## src/rtl/rv32i_inst_encoder.sv

```systemverilog
// rv32i_inst_encoder
//   Sequential RV32I instruction encoder. Packs opcode, funct and register
//   fields plus an immediate into a 32-bit instruction word held in a
//   one-entry output register. The LI pseudo-op (fmt 110) expands to ADDI,
//   LUI, or LUI followed by ADDI; the ADDI half is parked internally while
//   the LUI word waits for handoff.
//
//   Format codes: 000 R, 001 I, 010 S, 011 B, 100 U, 101 J, 110 LI,
//   111 reserved (accepted, dropped, o_err pulse).
//
//   Optional feature macro: ENCODER_CHECK_EN. When defined, immediates that
//   cannot be represented exactly (misaligned B/J targets, out-of-range
//   I/S/B/J values, U with nonzero low bits) cause the request to be dropped
//   with an o_err pulse. When undefined, extra bits are silently truncated.
//
//   Handshakes: a transfer happens on a rising clock edge where valid and
//   ready are both high. Request side: i_req_valid/o_req_ready. Instruction
//   side: o_inst_valid/i_inst_ready. Once o_inst_valid is high, o_inst and
//   o_inst_valid hold until i_inst_ready is seen.
//
//   Ports:
//     i_clk, i_rst               clock (rising edge), async active-high reset
//     i_req_valid, o_req_ready   request handshake
//     i_fmt, i_opcode, i_funct3, i_funct7, i_rd, i_rs1, i_rs2, i_imm
//                                request fields
//     o_inst_valid, i_inst_ready, o_inst   instruction handshake and word
//     o_err                      one-cycle pulse when a request is dropped
//     o_inst_count               words handed off, wraps modulo 2^CNT_W
//     o_dbg_state                current FSM state (0 EMPTY, 1 FULL, 2 PEND2)
module rv32i_inst_encoder #(
   parameter logic [31:0] NOP_INST = 32'h0000_0013,
   parameter int          CNT_W    = 16
) (
   input  logic             i_clk,
   input  logic             i_rst,
   input  logic             i_req_valid,
   output logic             o_req_ready,
   input  logic [2:0]       i_fmt,
   input  logic [6:0]       i_opcode,
   input  logic [2:0]       i_funct3,
   input  logic [6:0]       i_funct7,
   input  logic [4:0]       i_rd,
   input  logic [4:0]       i_rs1,
   input  logic [4:0]       i_rs2,
   input  logic [31:0]      i_imm,
   output logic             o_inst_valid,
   input  logic             i_inst_ready,
   output logic [31:0]      o_inst,
   output logic             o_err,
   output logic [CNT_W-1:0] o_inst_count,
   output logic [1:0]       o_dbg_state
);

   typedef enum logic [1:0] {
      ST_EMPTY = 2'd0,
      ST_FULL  = 2'd1,
      ST_PEND2 = 2'd2
   } state_t;

   localparam logic [6:0] OP_LUI  = 7'b0110111;
   localparam logic [6:0] OP_ADDI = 7'b0010011;

   state_t            state_q, state_d;
   logic [31:0]       inst_q, inst_d;
   logic [31:0]       pend_q, pend_d;
   logic              err_q, err_d;
   logic [CNT_W-1:0]  cnt_q, cnt_d;

   // Encoder outputs for the request currently presented
   logic [31:0] enc_word0, enc_word1;
   logic        enc_two, enc_bad, enc_drop;
   logic [31:0] li_sum;
   logic        li_fits12;

   logic handoff, accept;

   assign li_sum    = i_imm + 32'h0000_0800;
   // Signed 12-bit fit: bits 31..11 all equal to the sign bit
   assign li_fits12 = (i_imm[31:11] == {21{i_imm[11]}});

   always_comb begin
      enc_word0 = NOP_INST;
      enc_word1 = NOP_INST;
      enc_two   = 1'b0;
      enc_bad   = 1'b0;
      case (i_fmt)
         3'b000: enc_word0 = {i_funct7, i_rs2, i_rs1, i_funct3, i_rd, i_opcode};
         3'b001: enc_word0 = {i_imm[11:0], i_rs1, i_funct3, i_rd, i_opcode};
         3'b010: enc_word0 = {i_imm[11:5], i_rs2, i_rs1, i_funct3, i_imm[4:0], i_opcode};
         3'b011: enc_word0 = {i_imm[12], i_imm[10:5], i_rs2, i_rs1, i_funct3,
                              i_imm[4:1], i_imm[11], i_opcode};
         3'b100: enc_word0 = {i_imm[31:12], i_rd, i_opcode};
         3'b101: enc_word0 = {i_imm[20], i_imm[10:1], i_imm[11], i_imm[19:12],
                              i_rd, i_opcode};
         3'b110: begin
            if (li_fits12) begin
               enc_word0 = {i_imm[11:0], 5'd0, 3'b000, i_rd, OP_ADDI};
            end else if (i_imm[11:0] == 12'd0) begin
               enc_word0 = {i_imm[31:12], i_rd, OP_LUI};
            end else begin
               // +0x800 pre-compensates the sign extension of the ADDI half
               enc_word0 = {li_sum[31:12], i_rd, OP_LUI};
               enc_word1 = {i_imm[11:0], i_rd, 3'b000, i_rd, OP_ADDI};
               enc_two   = 1'b1;
            end
         end
         default: ;
      endcase
`ifdef ENCODER_CHECK_EN
      case (i_fmt)
         3'b001, 3'b010: enc_bad = !li_fits12;
         3'b011: enc_bad = i_imm[0] | (i_imm[31:12] != {20{i_imm[12]}});
         3'b100: enc_bad = (i_imm[11:0] != 12'd0);
         3'b101: enc_bad = i_imm[0] | (i_imm[31:20] != {12{i_imm[20]}});
         default: enc_bad = 1'b0;
      endcase
`else
      enc_bad = 1'b0;
`endif
   end

   assign enc_drop = (i_fmt == 3'b111) | enc_bad;

   assign o_inst_valid = (state_q != ST_EMPTY);
   assign o_req_ready  = (state_q == ST_EMPTY) | ((state_q == ST_FULL) & i_inst_ready);
   assign handoff      = o_inst_valid & i_inst_ready;
   assign accept       = i_req_valid & o_req_ready;

   always_comb begin
      state_d = state_q;
      inst_d  = inst_q;
      pend_d  = pend_q;
      err_d   = 1'b0;
      cnt_d   = cnt_q + {{(CNT_W-1){1'b0}}, handoff};
      case (state_q)
         ST_EMPTY, ST_FULL: begin
            if ((state_q == ST_FULL) && handoff) begin
               state_d = ST_EMPTY;
               inst_d  = NOP_INST;
            end
            // In FULL, accept implies a handoff this same cycle
            if (accept) begin
               if (enc_drop) begin
                  err_d = 1'b1;
               end else if (enc_two) begin
                  state_d = ST_PEND2;
                  inst_d  = enc_word0;
                  pend_d  = enc_word1;
               end else begin
                  state_d = ST_FULL;
                  inst_d  = enc_word0;
               end
            end
         end
         ST_PEND2: begin
            if (handoff) begin
               state_d = ST_FULL;
               inst_d  = pend_q;
            end
         end
         default: begin
            state_d = ST_EMPTY;
            inst_d  = NOP_INST;
         end
      endcase
   end

   always_ff @(posedge i_clk or posedge i_rst) begin
      if (i_rst) begin
         state_q <= ST_EMPTY;
         inst_q  <= NOP_INST;
         pend_q  <= NOP_INST;
         err_q   <= 1'b0;
         cnt_q   <= '0;
      end else begin
         state_q <= state_d;
         inst_q  <= inst_d;
         pend_q  <= pend_d;
         err_q   <= err_d;
         cnt_q   <= cnt_d;
      end
   end

   assign o_inst       = inst_q;
   assign o_err        = err_q;
   assign o_inst_count = cnt_q;
   assign o_dbg_state  = state_q;

endmodule
```

## config.mk

```make
export PLATFORM = sky130hd
export DESIGN_NAME = rv32i_inst_encoder
export DESIGN_NICKNAME = d
export VERILOG_FILES = /design/src/rtl/rv32i_inst_encoder.sv
export SDC_FILE = /design/constraint.sdc
export NUM_CORES = 1
export LEC_CHECK = 0
export ABC_CLOCK_PERIOD_IN_PS = 5700
export CAP_MARGIN = 0
export CORE_ASPECT_RATIO = 1.25
export CORE_MARGIN = 2
export CORE_UTILIZATION = 42
export DETAILED_ROUTE_END_ITERATION = 16
export PLACE_DENSITY = 0.72
export SYNTH_ARGS = -nofsm -noshare
export SYNTH_HDL_FRONTEND = slang
export SYNTH_SLANG_ARGS = --single-unit
```

## constraint.sdc

```tcl
create_clock -name i_clk -period 5.7 [get_ports i_clk]
set_input_delay 1.71 -clock i_clk [delete_from_list [all_inputs] [get_ports i_clk]]
set_output_delay 1.71 -clock i_clk [all_outputs]
set_load 0.005 [all_outputs]
```

Yosys cells after proc, flatten, opt, wreduce, memory -nomap -nowiden
Cells that the tools add are included.
{"block": "totals", "regBits": 83, "input_bits": 71, "word_cells": 53}
{"block": "op_classes", "addsub": 2, "eq_ne": 11, "mux": 23, "bitwise_logic": 5, "reduce_logical": 7}
{"op": "32-bit 2-to-1 mux", "n": 9}
{"op": "32-bit one-hot mux with 7 select lines", "n": 1}
{"op": "32-bit one-hot mux with 2 select lines", "n": 1}
{"op": "32-bit by 12-bit adder with 32-bit output, second input constant", "n": 1}
{"op": "20-bit equality test", "n": 1}
{"op": "16-bit by 1-bit adder with 16-bit output", "n": 1}
{"op": "3-bit equality test, second input constant", "n": 4}
{"op": "12-bit logical NOT", "n": 1}
{"op": "2-bit 2-to-1 mux", "n": 5}
{"op": "3-bit by 2-bit equality test with 1-bit output, second input constant", "n": 2}
{"op": "1-bit 2-to-1 mux", "n": 6}
{"op": "2-bit one-hot mux with 2 select lines", "n": 1}
{"op": "4-bit AND reduction", "n": 1}
{"op": "1-bit bitwise AND", "n": 3}
{"op": "3-bit by 1-bit equality test with 1-bit output, second input constant", "n": 1}
{"op": "3-bit logical NOT", "n": 1}
{"op": "2-bit by 1-bit equality test with 1-bit output, second input constant", "n": 1}
{"op": "2-bit equality test, second input constant", "n": 1}
{"op": "2-bit logical NOT", "n": 1}
{"op": "2-bit inequality test, second input constant", "n": 1}
{"op": "2-bit nonzero test", "n": 1}
{"op": "2-bit OR reduction", "n": 1}
{"op": "1-bit logical AND", "n": 1}
{"op": "1-bit inverter", "n": 1}
{"op": "1-bit bitwise OR", "n": 1}

Depth between registers and ports, before layout
{"block": "logic_depth", "word_depth": 8, "mapped_depth": 9, "ltp_nobuf": 8}

Least setup slack after synthesis
No wires, ideal clock.
{"block": "synth_timing", "path_kind": "in2out", "start": "input i_inst_ready", "end": "output o_req_ready", "arrival_time_ns": 2.111, "required_time_ns": 3.990, "path_slack_ns": 1.879, "path_stages": 3, "cell_sequence": "inv_1 > clkbuf_1 > a21oi_1"}
{"block": "synth_via", "elab_chain_len": 2}
{"item": "from (decl)", "line": "47", "source": "input logic i_inst_ready,"}
{"item": "1-bit bitwise AND", "line": "125", "source": "assign o_req_ready = (state_q == ST_EMPTY) | ((state_q == ST_FULL) & i_inst_ready);"}
{"item": "1-bit bitwise OR", "line": "125"}
{"item": "to (decl)", "line": "37", "source": "output logic o_req_ready,"}
Every way passes these cells.

Worst setup path after layout
Ends and elaborated chain as after synthesis.

==> run summary <==
outcome: complete, no violations
Final Worst Setup Slack: 0.9225 ns
Post-synth EDFFs: 0
Detail Route Antenna Nets: 0
CTS Buffer Depth: 2
Slew headroom: 41.62%
Layout Area Growth over Synthesis: 36.96%
vias after detailed routing: 4291
CP max stage delay: 0.51 ns
met2 global-route usage: 39.00%
leading register cell type out of synthesis: dfrtp_1
Power, Total: 1.702 mW
Hold Fails Final Rpt: 0
footprint of the multi-input gates: 0.002484 sq mm
CTS resizes: 0
Worst Hold Depth: 2
vias in the first global route: 4119
Final HPWL DP: 10380 microns
clk slew on worst S/H paths: 0.05 ns
TritonCTS clock tree: built
Fmax achieved: 0.2093 GHz
Rows: 41
CP max-delay cell: clkdlybuf4s50_1
# placed instances: 710
hold_sp: o_inst[1]
commonest cells after routing, fill and taps aside: clkdlybuf4s50_1 (123), dfrtp_1 (65), nand2_1 (54)
core region area: 0.01011 sq mm
Synth Instances: 477
final WL: 13680 microns
clk sinks: 68
Setup crit end kind: primary output
Avg WL per Cell: 18.84 microns
grt met3 use: 3.649%
hold path endpoint: o_inst[1]
FFs w/ async S/R, synth: 100.0%
Worst EP arrival: 3.07 ns
final setup vio count: 0
DR iter-0 viols: 314
largest net degree at the start of global routing: 44
hold_ws: 0.4659 ns
die height: 117.9 microns
Layout Skew: 0.005468 ns
CP dominant cell by count: clkdlybuf4s50_1
final count of pins violating max slew: 0
Initial Util: 43.11%
# DRC: 0
worst r2r path cells: 5
postcts setup bufs: 0
WP buf/inv: 3
die area: 0.01121 sq mm
Worst-Skew Late Latency: 0.33 ns
crit-path cells: clkdlybuf4s50_1 -> inv_1 -> a21oi_1 -> clkdlybuf4s50_1
fill cell count: 901
DR vias/cell: 5.910
Total GRT Usage: 25.10%
P per Cell Area: 285.3 mW/mm^2
Register Area: 0.001705 sq mm
GR peak layer: met2
Hold WC Path Type: flop to flop
Num CTS Buffers: 9
Final Wtd Congestion: 0.8619
Antenna Cells: 0
Place WS: 0.9194 ns
CP required: 3.99 ns
Pre-antenna DRT Iters: 6
Final Cycle Share: 83.81%
Synth area leaders: dfrtp_1 (37%), nand2_1 (4.7%), o21ai_0 (4.5%)
share of layout cells above drive strength 1: 9.380%
syn nets: 551
Leak: 2.371 nW
Mapped Avg Cell Area: 9.133 sq um
final std cells w/o fill: 726
RR Startpoint: o_dbg_state[1]
global-route wire length before repair: 21800 microns
maximum vdd drop: 117.0 uV
I/O pin total: 124
Crit path max-delay family: buffers and inverters
Max-Cap Viols: 0
Final Instance Area: 0.005967 sq mm
initial antenna violation count: 0
Placed Area: 0.005690 sq mm
Seq/Total Area, Yosys: 39.14%
top-area cell type share of the netlist area: 37.33%
Yosys top cell by area: dfrtp_1
crit start category: primary input
met1 GRT Util: 34.90%
Cell variety after synth: 58
GR Overflow Total: 0
Die X: 95.10 microns
min Tclk post-route: 4.777 ns
Synth warnings: 0
final setup TNS: 0 ns
worst-path fanout max: 11
flop2flop setup slack: 3.16 ns
Post-CTS Hold Buffers: 0
Critical R2R Capture: o_inst[15]
Layout Nets: 666
RSZ-0062 raised after global routing: no
Synth Cell Area: 0.004357 sq mm
Least-Margin Pin Slew: 0.8744 ns
CTS root buffer: clkbuf_16
H-tree depth: 3
Crit Path Category: primary input to primary output
commonest non-fill, non-tap cell in the layout: clkdlybuf4s50_1
Final Util: 59.04%
FF+latch count, synth: 68
number of port buffers: 123
sequential cells by signal, indices dropped and copies added, names as in the netlist:
register and cells:
o_dbg_state 2, o_err 1, o_inst 32, o_inst_count 16, pend_q 17
cells in the mapped netlist (8+ instances only):
cell	instances
dfrtp_1	65
nand2_1	54
o21ai_0	39
nor2_1	33
a21oi_1	26
xnor2_1	22
clkbuf_1	20
nand3_1	20
mux2_2	13
a22oi_1	11
xor2_1	10
inv_1	9
o21a_1	9
a31oi_1	8
mux2_4	8
cell type report:
cell class | count | share of cell area, %
Multi-Input combinational cell | 370 | 41.62
Sequential cell | 68 | 28.58
Timing Repair Buffer | 132 | 21.77
Clock buffer | 14 | 4.424
Tap cell | 129 | 2.705
Inverter | 11 | 0.6920
Clock inverter | 2 | 0.2097
where the power goes:
| part | internal, mW | leakage, nW | total (mW) | switching (mW) |
|---|---|---|---|---|
| combinational | 0.298 | 1.38 | 0.507 | 0.209 |
| clock | 0.317 | 0.133 | 0.511 | 0.193 |
| sequential | 0.594 | 0.857 | 0.685 | 0.0912 |
how the worst max path moves through the flow:
stage | start | endpoint | slack (ns) | cells after the start
finish | i_inst_ready | o_req_ready | 0.92 | 4
CTS | i_inst_ready | o_req_ready | 0.92 | 4
global placement | i_inst_ready | o_req_ready | 0.95 | 4
detailed placement | i_inst_ready | o_req_ready | 0.92 | 4
global route | i_inst_ready | o_req_ready | 0.87 | 4
floorplan | i_inst_ready | o_req_ready | 1.88 | 3
worst reg2reg max path: cells and delay by family (launching register included):
family	cells	cell delay, ns
compound gates	2	0.66
simple gates	2	1.03
flops	1	0.52
buf+inv	1	0.18
routing by layer:
layer / wire [microns] / vias up
met5: 0 / -
met4: 370 / 0
li1: - / 2019
met2: 6529 / 210
met1: 5864 / 2034
met3: 913 / 28
kinds of logic (layout without fill, tap and decap cells):
family	Yosys count	after routing	synth area share (%)
simple gates	161	161	18.58
compound gates	146	146	23.41
flops	68	68	39.14
buf+inv	39	159	3.848
xor+xnor	32	32	6.433
mux	28	28	7.726
fa+ha+maj	3	3	0.8617
Power figures use the tool's default switching activity.
